File: src/rtl/seq_mult_pkg.sv
// Shared definitions for the sequential shift-add multiplier: FSM encoding and
// a constant-width helper.
package seq_mult_pkg;

    typedef enum logic [1:0] {
        IDLE = 2'b00,
        CALC = 2'b01,
        DONE = 2'b10
    } state_t;

    // Smallest r with 2**r >= v; sizes the bit counter.
    function automatic int clog2(input int v);
        int r;
        r = 0;
        for (int i = 0; i < 32; i++) begin
            if ((1 << r) < v) r = r + 1;
        end
        return r;
    endfunction

endpackage

File: src/rtl/seq_mult_magnitude.sv
// Combinational magnitude/sign split of one operand. In unsigned mode the raw
// value passes through and the sign is 0.
module seq_mult_magnitude #(
    parameter int W = 8
) (
    input  logic [W-1:0] i_value,
    input  logic         i_is_signed,
    output logic [W-1:0] o_mag,
    output logic         o_sign
);

    // The most-negative value negates onto itself, which read as unsigned is
    // exactly its magnitude.
    assign o_sign = i_is_signed & i_value[W-1];
    assign o_mag  = o_sign ? (-i_value) : i_value;

endmodule

File: src/rtl/seq_mult_shift_right_p.sv
// Sequential shift-add multiplier, one multiplier bit per clock, with
// valid/ready input and output handshakes and a pass-through tag.
module seq_mult_shift_right_p
    import seq_mult_pkg::*;
#(
    parameter int A_WIDTH   = 8,
    parameter int B_WIDTH   = 8,
    parameter int TAG_WIDTH = 4
) (
    input  logic                         clk,
    input  logic                         rst_n,
    input  logic                         clear,
    input  logic                         in_valid,
    output logic                         in_ready,
    input  logic                         in_signed,
    input  logic [A_WIDTH-1:0]           op_a,
    input  logic [B_WIDTH-1:0]           op_b,
    input  logic [TAG_WIDTH-1:0]         in_tag,
    output logic                         out_valid,
    input  logic                         out_ready,
    output logic [A_WIDTH+B_WIDTH-1:0]   product,
    output logic [TAG_WIDTH-1:0]         out_tag,
    output logic                         busy,
    output logic [1:0]                   dbg_state
);

    localparam int CNT_W = clog2(A_WIDTH + 1);

    // Handshakes: a transfer happens on a rising edge where valid && ready are
    // both high and clear is low; valid/payload are held until that edge.
    state_t                       r_state;
    logic [CNT_W-1:0]             r_cnt;
    logic [B_WIDTH:0]             r_p;
    logic [A_WIDTH-1:0]           r_a;
    logic [B_WIDTH-1:0]           r_b;
    logic                         r_neg;
    logic [TAG_WIDTH-1:0]         r_tag;
    logic [A_WIDTH+B_WIDTH-1:0]   r_product;
    logic [TAG_WIDTH-1:0]         r_out_tag;

    logic [A_WIDTH-1:0]           w_mag_a;
    logic [B_WIDTH-1:0]           w_mag_b;
    logic                         w_sign_a;
    logic                         w_sign_b;
    logic [B_WIDTH+1:0]           w_sum;
    logic [B_WIDTH:0]             w_next_p;
    logic [A_WIDTH-1:0]           w_next_a;
    logic [A_WIDTH+B_WIDTH-1:0]   w_prod_mag;
    logic [A_WIDTH+B_WIDTH-1:0]   w_prod;

    seq_mult_magnitude #(.W(A_WIDTH)) u_mag_a (
        .i_value     (op_a),
        .i_is_signed (in_signed),
        .o_mag       (w_mag_a),
        .o_sign      (w_sign_a)
    );

    seq_mult_magnitude #(.W(B_WIDTH)) u_mag_b (
        .i_value     (op_b),
        .i_is_signed (in_signed),
        .o_mag       (w_mag_b),
        .o_sign      (w_sign_b)
    );

    // One shift-add step: the adder carry lands in P's MSB, P's LSB moves into A.
    assign w_sum      = {1'b0, r_p} + (r_a[0] ? {2'b00, r_b} : '0);
    assign w_next_p   = w_sum[B_WIDTH+1:1];
    assign w_next_a   = {w_sum[0], r_a[A_WIDTH-1:1]};
    assign w_prod_mag = {w_next_p[B_WIDTH-1:0], w_next_a};
    assign w_prod     = r_neg ? (-w_prod_mag) : w_prod_mag;

    always_ff @(posedge clk or negedge rst_n) begin
        if (!rst_n) begin
            r_state   <= IDLE;
            r_cnt     <= '0;
            r_p       <= '0;
            r_a       <= '0;
            r_b       <= '0;
            r_neg     <= 1'b0;
            r_tag     <= '0;
            r_product <= '0;
            r_out_tag <= '0;
        end else if (clear) begin
            r_state <= IDLE;
        end else begin
            case (r_state)
                IDLE: begin
                    if (in_valid) begin
                        r_a     <= w_mag_a;
                        r_b     <= w_mag_b;
                        r_neg   <= w_sign_a ^ w_sign_b;
                        r_tag   <= in_tag;
                        r_p     <= '0;
                        r_cnt   <= '0;
                        r_state <= CALC;
                    end
                end
                CALC: begin
                    r_p   <= w_next_p;
                    r_a   <= w_next_a;
                    r_cnt <= r_cnt + CNT_W'(1);
                    if (r_cnt == CNT_W'(A_WIDTH - 1)) begin
                        r_product <= w_prod;
                        r_out_tag <= r_tag;
                        r_state   <= DONE;
                    end
                end
                DONE: begin
                    if (out_ready) r_state <= IDLE;
                end
                default: r_state <= IDLE;
            endcase
        end
    end

    assign in_ready  = (r_state == IDLE);
    assign out_valid = (r_state == DONE);
    assign busy      = (r_state == CALC);
    assign product   = r_product;
    assign out_tag   = r_out_tag;
    assign dbg_state = r_state;

endmodule

File: config.mk
export PLATFORM = sky130hd
export DESIGN_NAME = seq_mult_shift_right_p
export DESIGN_NICKNAME = d
export VERILOG_FILES = /design/src/rtl/seq_mult_pkg.sv /design/src/rtl/seq_mult_magnitude.sv /design/src/rtl/seq_mult_shift_right_p.sv
export SDC_FILE = /design/constraint.sdc
export NUM_CORES = 1
export LEC_CHECK = 0
export ABC_AREA = 1
export CAP_MARGIN = 10
export CELL_PAD_IN_SITES_DETAIL_PLACEMENT = 1
export CELL_PAD_IN_SITES_GLOBAL_PLACEMENT = 2
export CORE_ASPECT_RATIO = 0.6
export CORE_MARGIN = 1
export CORE_UTILIZATION = 31
export DETAILED_ROUTE_END_ITERATION = 16
export MAX_ROUTING_LAYER = met4
export PLACE_DENSITY_LB_ADDON = 0.1
export SLEW_MARGIN = 20
export SYNTH_ARGS = -nofsm -noshare
export SYNTH_HDL_FRONTEND = slang
export SYNTH_SLANG_ARGS = --single-unit
File: constraint.sdc
create_clock -name clk -period 2.3 [get_ports clk]
set_input_delay 0.46 -clock clk [delete_from_list [all_inputs] [get_ports clk]]
set_output_delay 0.46 -clock clk [all_outputs]
set_load 0.05 [all_outputs]
# Word-level counts from Yosys, hierarchy flattened
# Cells that the tools add are included.
# W data, S select, Z words.
dict set report totals {
  out_inout_bits 25
  mem_bits_rw 0
  n_memories 0
  in_bits 26
  word_cells 46
  rom_bits 0
  regBits 56
  latch_bits 0
}
dict set report classes {
  n_eq_ne 7
  bitwise_logic 4
  shifts 0
  muxes 15
  reduce_logical 6
  mul 0
  div_mod_pow 0
  addsub 5
  magnitude_cmp 0
}
# operator n
set ops {}
lappend ops {{$mux W8} 4}
lappend ops {{$pmux W9 S2} 1}
lappend ops {{$mux W16} 1}
lappend ops {{$neg A16 Y16} 1}
lappend ops {{$neg A8 Y8} 2}
lappend ops {{$pmux W8 S2} 1}
lappend ops {{$reduce_and A3 Y1} 4}
lappend ops {{$add A9 B8 Y10} 1}
lappend ops {{$mux W9} 1}
lappend ops {{$mux W2} 4}
lappend ops {{$pmux W4 S2} 1}
lappend ops {{$ne A3 B2 Y1 const B} 2}
lappend ops {{$pmux W2 S3} 1}
lappend ops {{$add A4 B1 Y4 const B} 1}
lappend ops {{$eq A4 B3 Y1 const B} 1}
lappend ops {{$mux W4} 1}
lappend ops {{$ne A3 B3 Y1 const B} 1}
lappend ops {{$and A1 B1 Y1} 2}
lappend ops {{$eq A2 B1 Y1 const B} 1}
lappend ops {{$eq A2 B2 Y1 const B} 1}
lappend ops {{$logic_not A2 Y1} 1}
lappend ops {{$ne A2 B2 Y1 const B} 1}
lappend ops {{$reduce_bool A2 Y1} 1}
lappend ops {{$not A1 Y1} 1}
lappend ops {{$xor A1 B1 Y1} 1}

# Depth between registers and ports, before layout
dict set report logic_depth {
  word_depth 4
  depth_mapped 17
  ltp_nobuf 16
}

# Hierarchy
# From an unflattened synthesis, not the netlist that was laid out.
dict set report unflattened {
  hier_cells 487
  area_unflattened_um2 3560.9
}
# mod instances area_each_um2 seq_area_each_um2 cells_per_inst
set by_module_without_submodules {}
lappend by_module_without_submodules {seq_mult_shift_right_p 1 3185.6 1401.3 409}
lappend by_module_without_submodules {seq_mult_magnitude 2 187.7 0.0 39}

# Least setup slack after synthesis
# Ideal clock, no wire load.
dict set report synth_path {
  path_type {flip-flop to flip-flop}
  from {register r_a[0]}
  to {register r_product[12] (netlist: product[12])}
  setup_ps 118
  period_less_slack_ps 2147
  arrival_time_ps 2029
  path_buffers 1
  required_time_ps 2182
  slack_ps 153
  path_stages_with_launch 13
  cell_sequence {dfrtp_1 -> clkbuf_1 -> nand2_1 -> inv_1 -> ha_1 -> fa_1 -> xor2_1 -> inv_1 -> nand3_1 -> o21ai_1 -> or2_1 -> nand3_1 -> nand2_1}
}
dict set report synth_via {
  elab_chain_cells 4
}
# element line_no
set synth_lines {}
lappend synth_lines {{from (decl)} seq_mult_shift_right_p.sv:34} ;# logic [A_WIDTH-1:0] r_a;
lappend synth_lines {{from (signal assigned)} seq_mult_shift_right_p.sv:89} ;# r_a <= w_mag_a;
lappend synth_lines {{from (signal assigned)} seq_mult_shift_right_p.sv:100} ;# r_a <= w_next_a;
lappend synth_lines {{$mux W8 (*)} seq_mult_shift_right_p.sv:66} ;# assign w_sum = {1'b0, r_p} + (r_a[0] ? {2'b00, r_b} : '0);
lappend synth_lines {{$add A9 B8 Y10 (*)} seq_mult_shift_right_p.sv:66}
lappend synth_lines {{$neg A16 Y16} seq_mult_shift_right_p.sv:70} ;# assign w_prod = r_neg ? (-w_prod_mag) : w_prod_mag;
lappend synth_lines {{$mux W16 (*)} seq_mult_shift_right_p.sv:70}
lappend synth_lines {{to (signal assigned)} seq_mult_shift_right_p.sv:103} ;# r_product <= w_prod;
lappend synth_lines {{to (decl)} seq_mult_shift_right_p.sv:38} ;# logic [A_WIDTH+B_WIDTH-1:0] r_product;
# Mark *: on every way between the ends. The rest lies on a longest branch, timed or not.
# A chain may end at the register's enable or synchronous reset.

# Worst setup path in the final report
dict set report layout_path {
  from {register r_state[1] (netlist: dbg_state[1])}
  to {output port busy}
}
dict set report layout_via {
  elab_chain_cells 1
}
# element line_no
set layout_lines {}
lappend layout_lines {{from (decl)} seq_mult_shift_right_p.sv:31} ;# state_t r_state;
lappend layout_lines {{from (signal assigned)} seq_mult_shift_right_p.sv:74} ;# r_state <= IDLE;
lappend layout_lines {{from (signal assigned)} seq_mult_shift_right_p.sv:84} ;# r_state <= IDLE;
lappend layout_lines {{from (signal assigned)} seq_mult_shift_right_p.sv:95} ;# r_state <= CALC;
lappend layout_lines {{$eq A2 B1 Y1} seq_mult_shift_right_p.sv:118} ;# assign busy = (r_state == CALC);
lappend layout_lines {{to (decl)} seq_mult_shift_right_p.sv:23} ;# output logic busy,
# No other way between the ends.

==> summary.md <==
| Metric | Value |
|---|---|
| GPL Wtd Cong | `around 0.84` |
| Met1 usage | `32.2%` |
| Seq/Total Area, Yosys | `42.8%` |
| Clock share of power | `24.6%` |
| Via/cell ratio | `between 4 and 5` |
| Grt total ovfl | `0` |
| Clock latency on the worst-skew pair | `0.30 ns` |
| Net count reported at finish | `516` |
| DR WL/cell | `16.2 µm` |
| ANT nets after route | `0` |
| TritonRoute pass-1 iters | `4` |
| Met3 Track Usage GR | `3.58%` |
| Starting Density | `about a third` |
| RR Startpoint | `r_a[0]` |
| Final hold vios | `0` |
| Mapped Nets | `462` |
| Cell taking the most area after synthesis | `dfrtp_1` |
| Synth cell types | `38` |
| Met2 GRT Util | `27.2%` |
| PnR worst setup slack | `0.0803 ns` |
| Outcome | `completed` |
| Routed WL | `a little under 10000 µm` |
| Cell area power density | `794 nW/µm²` |
| First-pass GRT wire length | `roughly 17000 µm` |
| Row count | `28` |
| # clock sinks | `56` |
| Root Buffer | `clkbuf_16` |
| Reg2reg end | `product[15]` |
| Die span in x | `135 µm` |
| Min Tclk post-route | `2.22 ns` |
| CP max FO | `4` |
| Syn Area/Cell | `7.74 µm²` |
| Sw frac | `39.8%` |
| Die footprint | `approximately 11000 µm²` |
| Placement Setup Slack | `0.0609 ns` |
| Power, Total | `3.33 mW` |
| Post-Syn Area | `3280 µm²` |
| Crit path capture type | `output pin` |
| Pin slew with the least headroom to its limit | `about 0.54 ns` |
| Crit path DAT | `between 1.5 and 2 ns` |
| CTS clk-pin slew, worst paths | `~0.080 ns` |
| Clock Skew | `approximately 0.013 ns` |
| Detail Placement HPWL | `7430 µm` |
| Proportion of power drawn by flip-flops and latches | `38.0%` |
| Synthesized instance count | `around 420` |
| Chip Height | `81.6 µm` |
| CTS buffer count | `5` |
| LEAKAGE | `1.99 nW` |
| Remaining DRCs | `0` |
| Area delta synth->final | `28.1%` |
| Fmax | `0.451 GHz` |
| Final period util | `96.5%` |
| Overall Global Routing Usage | `about a fifth` |
| Ratio of cells with drive above 1 in the final layout | `a little over a tenth` |
| Required time of the critical path | `about 1.8 ns` |
| Yosys warns | `0` |
| Pins Over Slew Limit | `0` |
| RSZ-0062 raised after global routing | `yes` |
| 1st-iter DRT viols | `125` |
| Final setup fails | `0` |
| Gr busiest metal | `met1` |
| Pin count of the biggest net entering global routing | `57` |
| CP Class | `flop to output pin` |
| Worst Setup Start Kind | `flop` |
| Number of max-cap violations | `0` |
| Hold Path Class | `input port to async pin` |
| Logic pwr share | `37.4%` |
| Area share of the largest cell type after synthesis | `42.8%` |
| Core Area | `10100 µm²` |
| Via count | `2916` |
| Largest cells by area after synthesis | `dfrtp_1, nand2_1, inv_1, o21ai_0, ha_1` |
| Initial antenna violation count | `0` |
| I/O Pins | `51` |
| Reg2reg path depth | `14` |
| Port bufs | `50` |
| Max IR drop VDD | `0.000410 V` |
| Cell Int Power | `2.01 mW` |
| Bufs on Longest Clock Path | `2` |
| CTS tree | `done` |
| Number of global-route vias before repair | `3059` |
| Htree depth | `2` |
| Non-filler cells, final | `between 600 and 700` |
| Switch Pwr | `1.33 mW` |
| Placed insts | `a little over 600` |
| Setup slack, reg-to-reg | `0.15 ns` |
| N_diodes | `0` |
| Post-synthesis register bit count | `between 50 and 60` |
| Slew headroom | `63.9%` |
## cell type report
type	count	area (µm²)
clock buffer	5	125
clock inverter	3	26.3
fill	1187	5860
inverter	66	248
multi-input combinational	290	1650
sequential	56	1400
tap	135	169
timing repair buffer	58	582
## through the flow
step | hold slack (ns) | util (%) | cell area, µm² | TNS, ns
6_report | 0.136 | 41.7 | 4200 | 0
5_1_grt | 0.179 | 41.7 | 4200 | -0.0382
4_1_cts | 0.163 | 40.8 | 4110 | 0
3_5_place_dp | 0.469 | 39.3 | 3960 | 0
3_3_place_gp | 0.466 | 39.3 | 3960 | 0
2_1_floorplan | 0.164 | - | 3280 | 0
## routing by layer
layer,vias to the layer above,part of all wire (%)
li1,1473,-
met1,1395,58
met2,43,38
met3,5,3.9
met4,0,0.38
met5,-,0
## cells in the mapped netlist (all sizes together)
library cell and count:
xnor2 5, o211ai 2, and2 1, inv 66, nand3b 1, o41ai 2
nand3 23, o22ai 1, ha 12, o31ai 4, nor2 27, fa 1
nor3 7, o21ai 51, xor2 12, a31oi 4, nand4 3, a311oi 1
nand2 115, mux2i 1, clkbuf 1, a21oi 9, o221ai 6, or2 1
buf 10, a22o 1, dfrtp 56
## cell usage in the layout (no fill, tap or decap), types with 6 or more instances in the layout
cell type,count
nand2_1,109
inv_1,59
dfrtp_1,56
clkdlybuf4s50_1,47
o21ai_0,42
nor2_1,22
nand3_1,21
xor2_1,11
o21ai_1,8
ha_1,8
inv_2,7
nand2_2,6
o221ai_1,6
a21oi_1,6
buf_4,6
## critical path: stages (launching register included)
cell and delay (ns):
dfrtp_1 0.47, nor2_4 0.17, clkdlybuf4s50_1 0.81
## worst max-delay path by stage
stage / endpoint / slack [ns] / from
after floorplan: product[12] / 0.15 / r_a[0]
after global placement: product[15] / 0.10 / r_a[0]
after detailed placement: product[12] / 0.06 / r_a[0]
after CTS: in_ready / 0.003 / dbg_state[1]
after global routing: product[15] / -0.04 / r_a[0]
final: busy / 0.08 / dbg_state[1]
## repair_timing
action	CTS	global route
resized for setup	1	21
cloned	0	0
hold buffers	0	0
endpoints found under the setup margin	1	7
pin swaps	0	5
buffers inserted	0	1
## power groups by stage
| stage | registers, mW | clock network [mW] | logic, mW |
|---|---|---|---|
| 6_report | 1.27 | 0.819 | 1.25 |
| 5_1_grt | 1.29 | 0.876 | 1.39 |
| 4_1_cts | 1.26 | 0.837 | 1.18 |
| 3_5_place_dp | 1.28 | 0 | 1.16 |
| 3_3_place_gp | 1.28 | 0 | 1.16 |
| 2_1_floorplan | 1.36 | 0 | 0.668 |
## registers in the layout, indices dropped and copies added, names as in the netlist
name and count:
r_b 8, r_p 9, r_neg 1, dbg_state 2, r_cnt 4, out_tag 4
r_a 8, product 16, r_tag 4
## logic make-up (layout without fill, tap and decap cells)
group	after synthesis	in the layout	synth area share, %
flip-flops	56	56	42.8
AO/OA/AOI/OAI	81	81	14.3
XOR/XNOR	17	17	4.55
multiplexers	1	1	0.306
buffers and inverters	77	132	9.43
AND/OR/NAND/NOR	178	178	23.5
adder cells (fa/ha/maj)	13	13	5.19
No activity file was read; power rests on OpenSTA's default activity.
